$ cat config.mk
export PLATFORM = sky130hd
export DESIGN_NAME = seq_alu
export DESIGN_NICKNAME = d
export VERILOG_FILES = /design/src/rtl/seq_alu.sv
export SDC_FILE = /design/constraint.sdc
export NUM_CORES = 1
export LEC_CHECK = 0
export CORE_ASPECT_RATIO = 2
export CORE_MARGIN = 1
export CORE_UTILIZATION = 30
export DETAILED_ROUTE_END_ITERATION = 10
export SYNTH_ARGS = -nofsm -noshare
export SYNTH_HDL_FRONTEND = slang
export SYNTH_SLANG_ARGS = --single-unit
$ cat constraint.sdc
create_clock -name CLK -period 2.3 [get_ports CLK]
set_input_delay 0.23 -clock CLK [delete_from_list [all_inputs] [get_ports CLK]]
set_output_delay 0.23 -clock CLK [all_outputs]
set_load 0.005 [all_outputs]
$ cat src/rtl/seq_alu.sv
// Multi-cycle ALU: single-cycle logic ops, iterative shift-add MUL and
// bit-serial shifts behind a START/BUSY/DONE handshake with registered flags.
module seq_alu #(
  parameter int WIDTH = 8,
  parameter int SHW   = $clog2(WIDTH) + 1
) (
  input  logic             CLK,
  input  logic             RESET,
  input  logic             START,
  input  logic [2:0]       OP,
  input  logic [WIDTH-1:0] DATA1,
  input  logic [WIDTH-1:0] DATA2,
  output logic             READY,
  output logic             BUSY,
  output logic             DONE,
  output logic [WIDTH-1:0] RESULT,
  output logic             ZERO,
  output logic             CARRY
);

  localparam logic [2:0] OP_FWD = 3'b000;
  localparam logic [2:0] OP_ADD = 3'b001;
  localparam logic [2:0] OP_AND = 3'b010;
  localparam logic [2:0] OP_OR  = 3'b011;
  localparam logic [2:0] OP_SUB = 3'b100;
  localparam logic [2:0] OP_MUL = 3'b101;
  localparam logic [2:0] OP_SLL = 3'b110;
  localparam logic [2:0] OP_SRA = 3'b111;

  localparam logic [SHW-1:0]   KMAX = SHW'(WIDTH);
  localparam logic [WIDTH-1:0] WLIM = WIDTH'(WIDTH);

  typedef enum logic {IDLE, RUN} state_e;

  typedef struct packed {
    logic [WIDTH-1:0] res;
    logic             zero;
    logic             carry;
  } rsp_t;

  state_e             state, state_n;
  logic [SHW-1:0]     cnt, cnt_n, k;
  logic [2:0]         op_q, op_n;
  logic [2*WIDTH-1:0] acc, acc_n, mcand, mcand_n;
  logic [WIDTH-1:0]   mplr, mplr_n;
  logic               shc, shc_n;
  logic               done_q, done_n;
  rsp_t               rsp, rsp_n, imm;
  logic [WIDTH:0]     sum, diff;

  // Result of the ops that finish in the acceptance cycle
  always_comb begin
    sum  = {1'b0, DATA1} + {1'b0, DATA2};
    diff = {1'b0, DATA1} + {1'b0, ~DATA2} + {{WIDTH{1'b0}}, 1'b1};
    imm  = '0;
    case (OP)
      OP_FWD:  imm.res = DATA2;
      OP_ADD:  {imm.carry, imm.res} = sum;
      OP_AND:  imm.res = DATA1 & DATA2;
      OP_OR:   imm.res = DATA1 | DATA2;
      OP_SUB:  {imm.carry, imm.res} = diff;
      default: imm.res = DATA1;  // zero-length shift
    endcase
    imm.zero = (imm.res == '0);
  end

  always_comb begin
    k = '0;
    if (OP == OP_MUL)
      k = KMAX;
    else if (OP == OP_SLL || OP == OP_SRA)
      k = (DATA2 >= WLIM) ? KMAX : DATA2[SHW-1:0];
  end

  always_comb begin
    state_n = state;
    cnt_n   = cnt;
    op_n    = op_q;
    acc_n   = acc;
    mcand_n = mcand;
    mplr_n  = mplr;
    shc_n   = shc;
    rsp_n   = rsp;
    done_n  = 1'b0;
    if (state == IDLE) begin
      if (START) begin
        op_n    = OP;
        cnt_n   = k;
        acc_n   = (OP == OP_MUL) ? '0 : {{WIDTH{1'b0}}, DATA1};
        mcand_n = {{WIDTH{1'b0}}, DATA1};
        mplr_n  = DATA2;
        shc_n   = 1'b0;
        if (k == '0) begin
          rsp_n  = imm;
          done_n = 1'b1;
        end else begin
          state_n = RUN;
        end
      end
    end else begin
      cnt_n = cnt - SHW'(1);
      case (op_q)
        OP_MUL: begin
          if (mplr[0]) acc_n = acc + mcand;
          mcand_n = mcand << 1;
          mplr_n  = mplr >> 1;
        end
        OP_SLL: begin
          shc_n = acc[WIDTH-1];
          acc_n = {{WIDTH{1'b0}}, acc[WIDTH-2:0], 1'b0};
        end
        OP_SRA: begin
          shc_n = acc[0];
          acc_n = {{WIDTH{1'b0}}, acc[WIDTH-1], acc[WIDTH-1:1]};
        end
        default: ;
      endcase
      // Counter hits zero on this edge: publish result and flags
      if (cnt == SHW'(1)) begin
        rsp_n.res   = acc_n[WIDTH-1:0];
        rsp_n.carry = (op_q == OP_MUL) ? |acc_n[2*WIDTH-1:WIDTH] : shc_n;
        rsp_n.zero  = (acc_n[WIDTH-1:0] == '0);
        done_n      = 1'b1;
        state_n     = IDLE;
      end
    end
  end

  always_ff @(posedge CLK) begin
    if (RESET) begin
      state  <= IDLE;
      cnt    <= '0;
      op_q   <= OP_FWD;
      acc    <= '0;
      mcand  <= '0;
      mplr   <= '0;
      shc    <= 1'b0;
      rsp    <= '0;
      done_q <= 1'b0;
    end else begin
      state  <= state_n;
      cnt    <= cnt_n;
      op_q   <= op_n;
      acc    <= acc_n;
      mcand  <= mcand_n;
      mplr   <= mplr_n;
      shc    <= shc_n;
      rsp    <= rsp_n;
      done_q <= done_n;
    end
  end

  assign BUSY   = (state == RUN);
  assign READY  = ~BUSY;
  assign DONE   = done_q;
  assign RESULT = rsp.res;
  assign ZERO   = rsp.zero;
  assign CARRY  = rsp.carry;

endmodule

# Word-level counts from Yosys, hierarchy flattened
# Index checks and enable logic that the tools add are counted.
# word_totals
regBits,60
latchBits,0
ram_bits,0
romBits,0
input_bits,22
output_inout_bits,13
elab_cells,80
n_memories,0
# classes
n_addsub,5
multipliers,0
n_div,0
magnitude_cmp,1
n_eq_ne,13
shift,0
n_mux,35
n_bitwise,4
n_reduce_logical,11
# op_table
operator,count
two-way mux 16 bit,7
one-hot mux 16 bit (3 select lines),1
two-way mux 10 bit,4
one-hot mux 8 bit (5 select lines),1
two-way mux 8 bit,4
"equality test 3 bit, second input constant",7
two-way mux 4 bit,5
adder 8 x 8 -> 9 bit,2
adder 16 bit,1
zero test 8 bit,2
two-way mux 1 bit,11
"adder 9 x 1 -> 9 bit, second input constant",1
AND 8 bit,1
"greater-or-equal comparator 8 x 4 -> 1 bit, second input constant",1
NOT 8 bit,1
bitwise OR 8 bit,1
OR reduction 8 bit,1
"equality test 3 x 2 -> 1 bit, second input constant",2
"equality test 4 x 1 -> 1 bit, second input constant",1
zero test 4 bit,1
"!= test 2 x 1 -> 1 bit, second input constant",2
one-hot mux 1 bit (2 select lines),2
AND reduction 2 bit,2
nonzero test 2 bit,2
other kinds (6),6

# Longest topological paths before layout
# logic_depth
depth_word,8
mapped_depth,12
ltp_nobuf,12

# Least setup slack after synthesis
# OpenSTA, ideal clock, no wires.
# synth_path
path_kind,register to register
startpoint,register acc[0]
endpoint,register acc[12]
setup_time_ns,0.128
arrival_ns,2.404
t_required_ns,2.172
path_slack_ns,-0.232
path_stages_with_launch,11
synth_period_minus_slack_ns,2.532
cell_sequence,dfxtp_1 -> ha_1 -> fa_1 -> a21oi_1 -> o21ai_1 -> nor4b_1 -> or4_1 -> and3_1 -> o21a_1 -> a22oi_1 -> nor2_1
# synth_between
elab_chain_cells,5
# synth_rtl
element,line_no,rtl
"start, declared",44,"logic [2*WIDTH-1:0] acc, acc_n, mcand, mcand_n;"
"start signal, assigned",144,acc <= acc_n;
adder 16 bit,104,if (mplr[0]) acc_n = acc + mcand;
two-way mux 16 bit,104,
one-hot mux 16 bit (3 select lines),102,case (op_q)
two-way mux 16 bit (2 in series),85,if (state == IDLE) begin
# Every way passes these cells. The select of a mux whose other input is x is not followed.
# A chain may end at the register's enable or synchronous reset.

# Final worst setup path
# layout_path
startpoint,register mcand[0]
endpoint,register acc[12]
# layout_between
elab_chain_cells,5
# layout_rtl
element,line_no,rtl
"start, declared",44,
"start signal, assigned",145,mcand <= mcand_n;
adder 16 bit,104,
two-way mux 16 bit,104,
one-hot mux 16 bit (3 select lines),102,
two-way mux 16 bit (2 in series),85,
# Every way passes these cells. The select of a mux whose other input is x is not followed.

==> impl_metrics.ini <==
[outcome]
status = finished with violations
failed_checks = negative setup slack

[layout]
fillers = 1617
finalInstanceArea_um2 = 7679
seqCellArea_um2 = 1215
n_antenna_cell = 0
fin_nets = 931
area_growth_pct = 51.12
multi_input_area_um2 = 4025
drive_gt1_frac = 0.3406

[synthesis]
yosys_most_used_dff = dfxtp_1
synth_edf_count = 0
synthArstFlopShare = 0
syn_area_per_cell_um2 = 7.561
ys_types = 70
yosysWarnings = 0
ys_ff_latch = 60
synthesis.instances = 672
netlist_area_um2 = 5081
synth-seq-area-share = 0.2364
syn_nets = 739

[route]
first_pass_iters = 6
wl_met3_um = 562
drc = 0
wl_um = 21150
wl_met1_um = 6606
wl_met2_um = 11590
wire_per_inst_um = 19.65
vias = 6030
dr.first_iter.drc_count = 309
highest_layer = met4
detail_route.vias_per_cell = 5.604
antenna_left = 0

[setup_path]
required_ns = 2.53
critPathLaunch = mcand[0]
critPathLaunchType = register
cp_data_arrival_time_ns = 2.77
setup.worst_path.end_class = register
crit_path_max_fanout = 2
reg2reg_from = mcand[0]
crit_type = register to register

[die]
num_io_pins = 35
dieHeight_um = 186.1
die_w_um = 94.03
die_area_um2 = 17490
fp-row-count = 67
core_um2 = 16680
start_util = 0.3046

[timing]
fin_crit_ns = 2.537
relSlewSlack = 0.4838
tightest_slew_ns = 0.7646
slew_viol_final = 0
hold_ws_ns = 0.3214
timing.final.crit_share = 1.103
skew_ns = 0.008185
grt_setup_unrepaired = true
hold_violations = 0
max_freq_mhz = 394.1
final-setup-viol-count = 10
tns_ns = -1.136
setup_ws_ns = -0.2372

[clocking]
cts-root-buf = clkbuf_16
cts_buffers = 9
cts_tree = yes
hold_buffers = 0
cts_buffer_depth = 2
cts.sinks = 60
htree_levels = 3
clkSlewWorstSetupHoldPaths_ns = 0.06
clk_latency_ns = 0.34

[worst_hold_path]
worstHoldStart = DATA1[0]
hold_class = input port to register

[global_routing]
grt_antenna_before_repair = 0
grt_overflow = 0
grt_pass1_vias = 6197
grt_pass1_wl_um = 32160
grt_usage = 0.2488
grt_start_max_net_pins = 33

[pwr]
peakVddDrop_uv = 358.5
power_density_nw_per_um2 = 492.3
p_leak_nw = 3.243

[placed_design]
numPortBuffers = 34
dpl_cell_area_um2 = 6884
dpl.hpwl_um = 16840
gp_congestion = 1.006

[flow_run]
drv_cap = 0
==> sequential cells by signal, summed over array words and instances (netlist names) <==
name,count
CARRY,1
mcand,16
shc,1
ZERO,1
DONE,1
mplr,8
BUSY,1
op_q,3
acc,16
cnt,4
RESULT,8
==> through the flow <==
| step | setup WS (ns) | cells | power [mW] | utilization |
|---|---|---|---|---|
| finish | -0.2372 | 1076 | 3.780 | 0.4603 |
| global route | -0.3281 | 1076 | 3.917 | 0.4603 |
| CTS | -0.2378 | 1073 | 3.730 | 0.4493 |
| detailed placement | -0.9793 | 1050 | 2.255 | 0.4127 |
| global placement | -0.9722 | 1050 | 2.251 | 0.4127 |
| floorplan | -0.09643 | 672 | 1.702 | - |
==> worst paths after layout <==
path | slack (ns) | depth (start not counted) | end
setup / recovery | -0.24 | 11 | acc[12]
hold reg to reg | 0.46 | 2 | shc
hold / removal | 0.32 | 4 | mcand[0]
setup reg to reg | -0.24 | 11 | acc[12]
==> cells by family (layout without fill, tap and decap cells) <==
group,after synthesis,in the layout,synth area share
flops,60,60,0.2364
mux,24,24,0.05023
simple gates,237,237,0.2147
xor+xnor,12,12,0.02069
compound gates,222,222,0.3080
fa+ha+maj,45,45,0.1152
buf+inv,72,269,0.05466
==> layout make-up <==
class	count	area share
Clock buffer	9	0.02933
Inverter	34	0.01825
Timing Repair Buffer	219	0.2255
Multi-Input combinational cell	540	0.5242
Sequential cell	60	0.1582
Clock inverter	7	0.01075
Tap cell	207	0.03373
==> layout by cell type (no fill, tap or decap), types with 11 or more instances in the layout <==
master and count:
ha_1 28, dfxtp_1 51, clkdlybuf4s50_1 15, nor3_1 12, inv_1 26, a22oi_1 13, a21oi_1 40, mux2i_1 21
a21o_1 11, nor2_1 79, ha_4 11, o211ai_1 14, a211oi_1 19, o21ai_0 24, nand3_1 22, nand2_1 64
buf_4 176
==> layer usage <==
layer / GRT usage / vias to the layer above
met3: 0.02696 / 114
li1: - / 2882
met2: 0.4759 / 197
met1: 0.2039 / 2837
met4: 0.2646 / 0
met5: 0 / -
==> cell usage after synthesis (10+ instances only) <==
cell	count	area, um2
nor2_1	82	307.8
nand2_1	64	240.2
dfxtp_1	60	1201
a21oi_1	50	250.2
ha_1	42	525.5
inv_1	33	123.9
o21ai_0	30	150.1
clkbuf_1	28	105.1
nand3_1	22	110.1
mux2i_1	21	210.2
a211oi_1	20	150.1
nor3_1	17	85.08
a22oi_1	14	105.1
o211ai_1	14	105.1
a21o_1	11	82.58
a31oi_1	10	62.56
==> timing repair <==
item / in CTS / in global routing
pin swaps: 42 / 36
setup endpoints to repair: 17 / 16
setup buffers: 7 / 4
gates resized for setup: 89 / 36
==> where the power goes <==
part           switching (mW)  total (mW)  internal (mW)
Combinational           0.625        1.20          0.579
Clock                   0.558        1.41          0.857
Sequential             0.0595        1.16           1.10
Total                    1.24        3.78           2.54
==> critical path, stage by stage (launching register included) <==
cell     delay [ns]
dfxtp_2        0.33
ha_4           0.18
fa_2           0.36
a21oi_2        0.15
buf_4          0.14
o21ai_4        0.06
nor4b_4        0.16
or4_1          0.46
and3_1         0.19
o21a_1         0.18
a22oi_1        0.14
nor2_1         0.07
No activity file was read; power rests on OpenSTA's default activity.
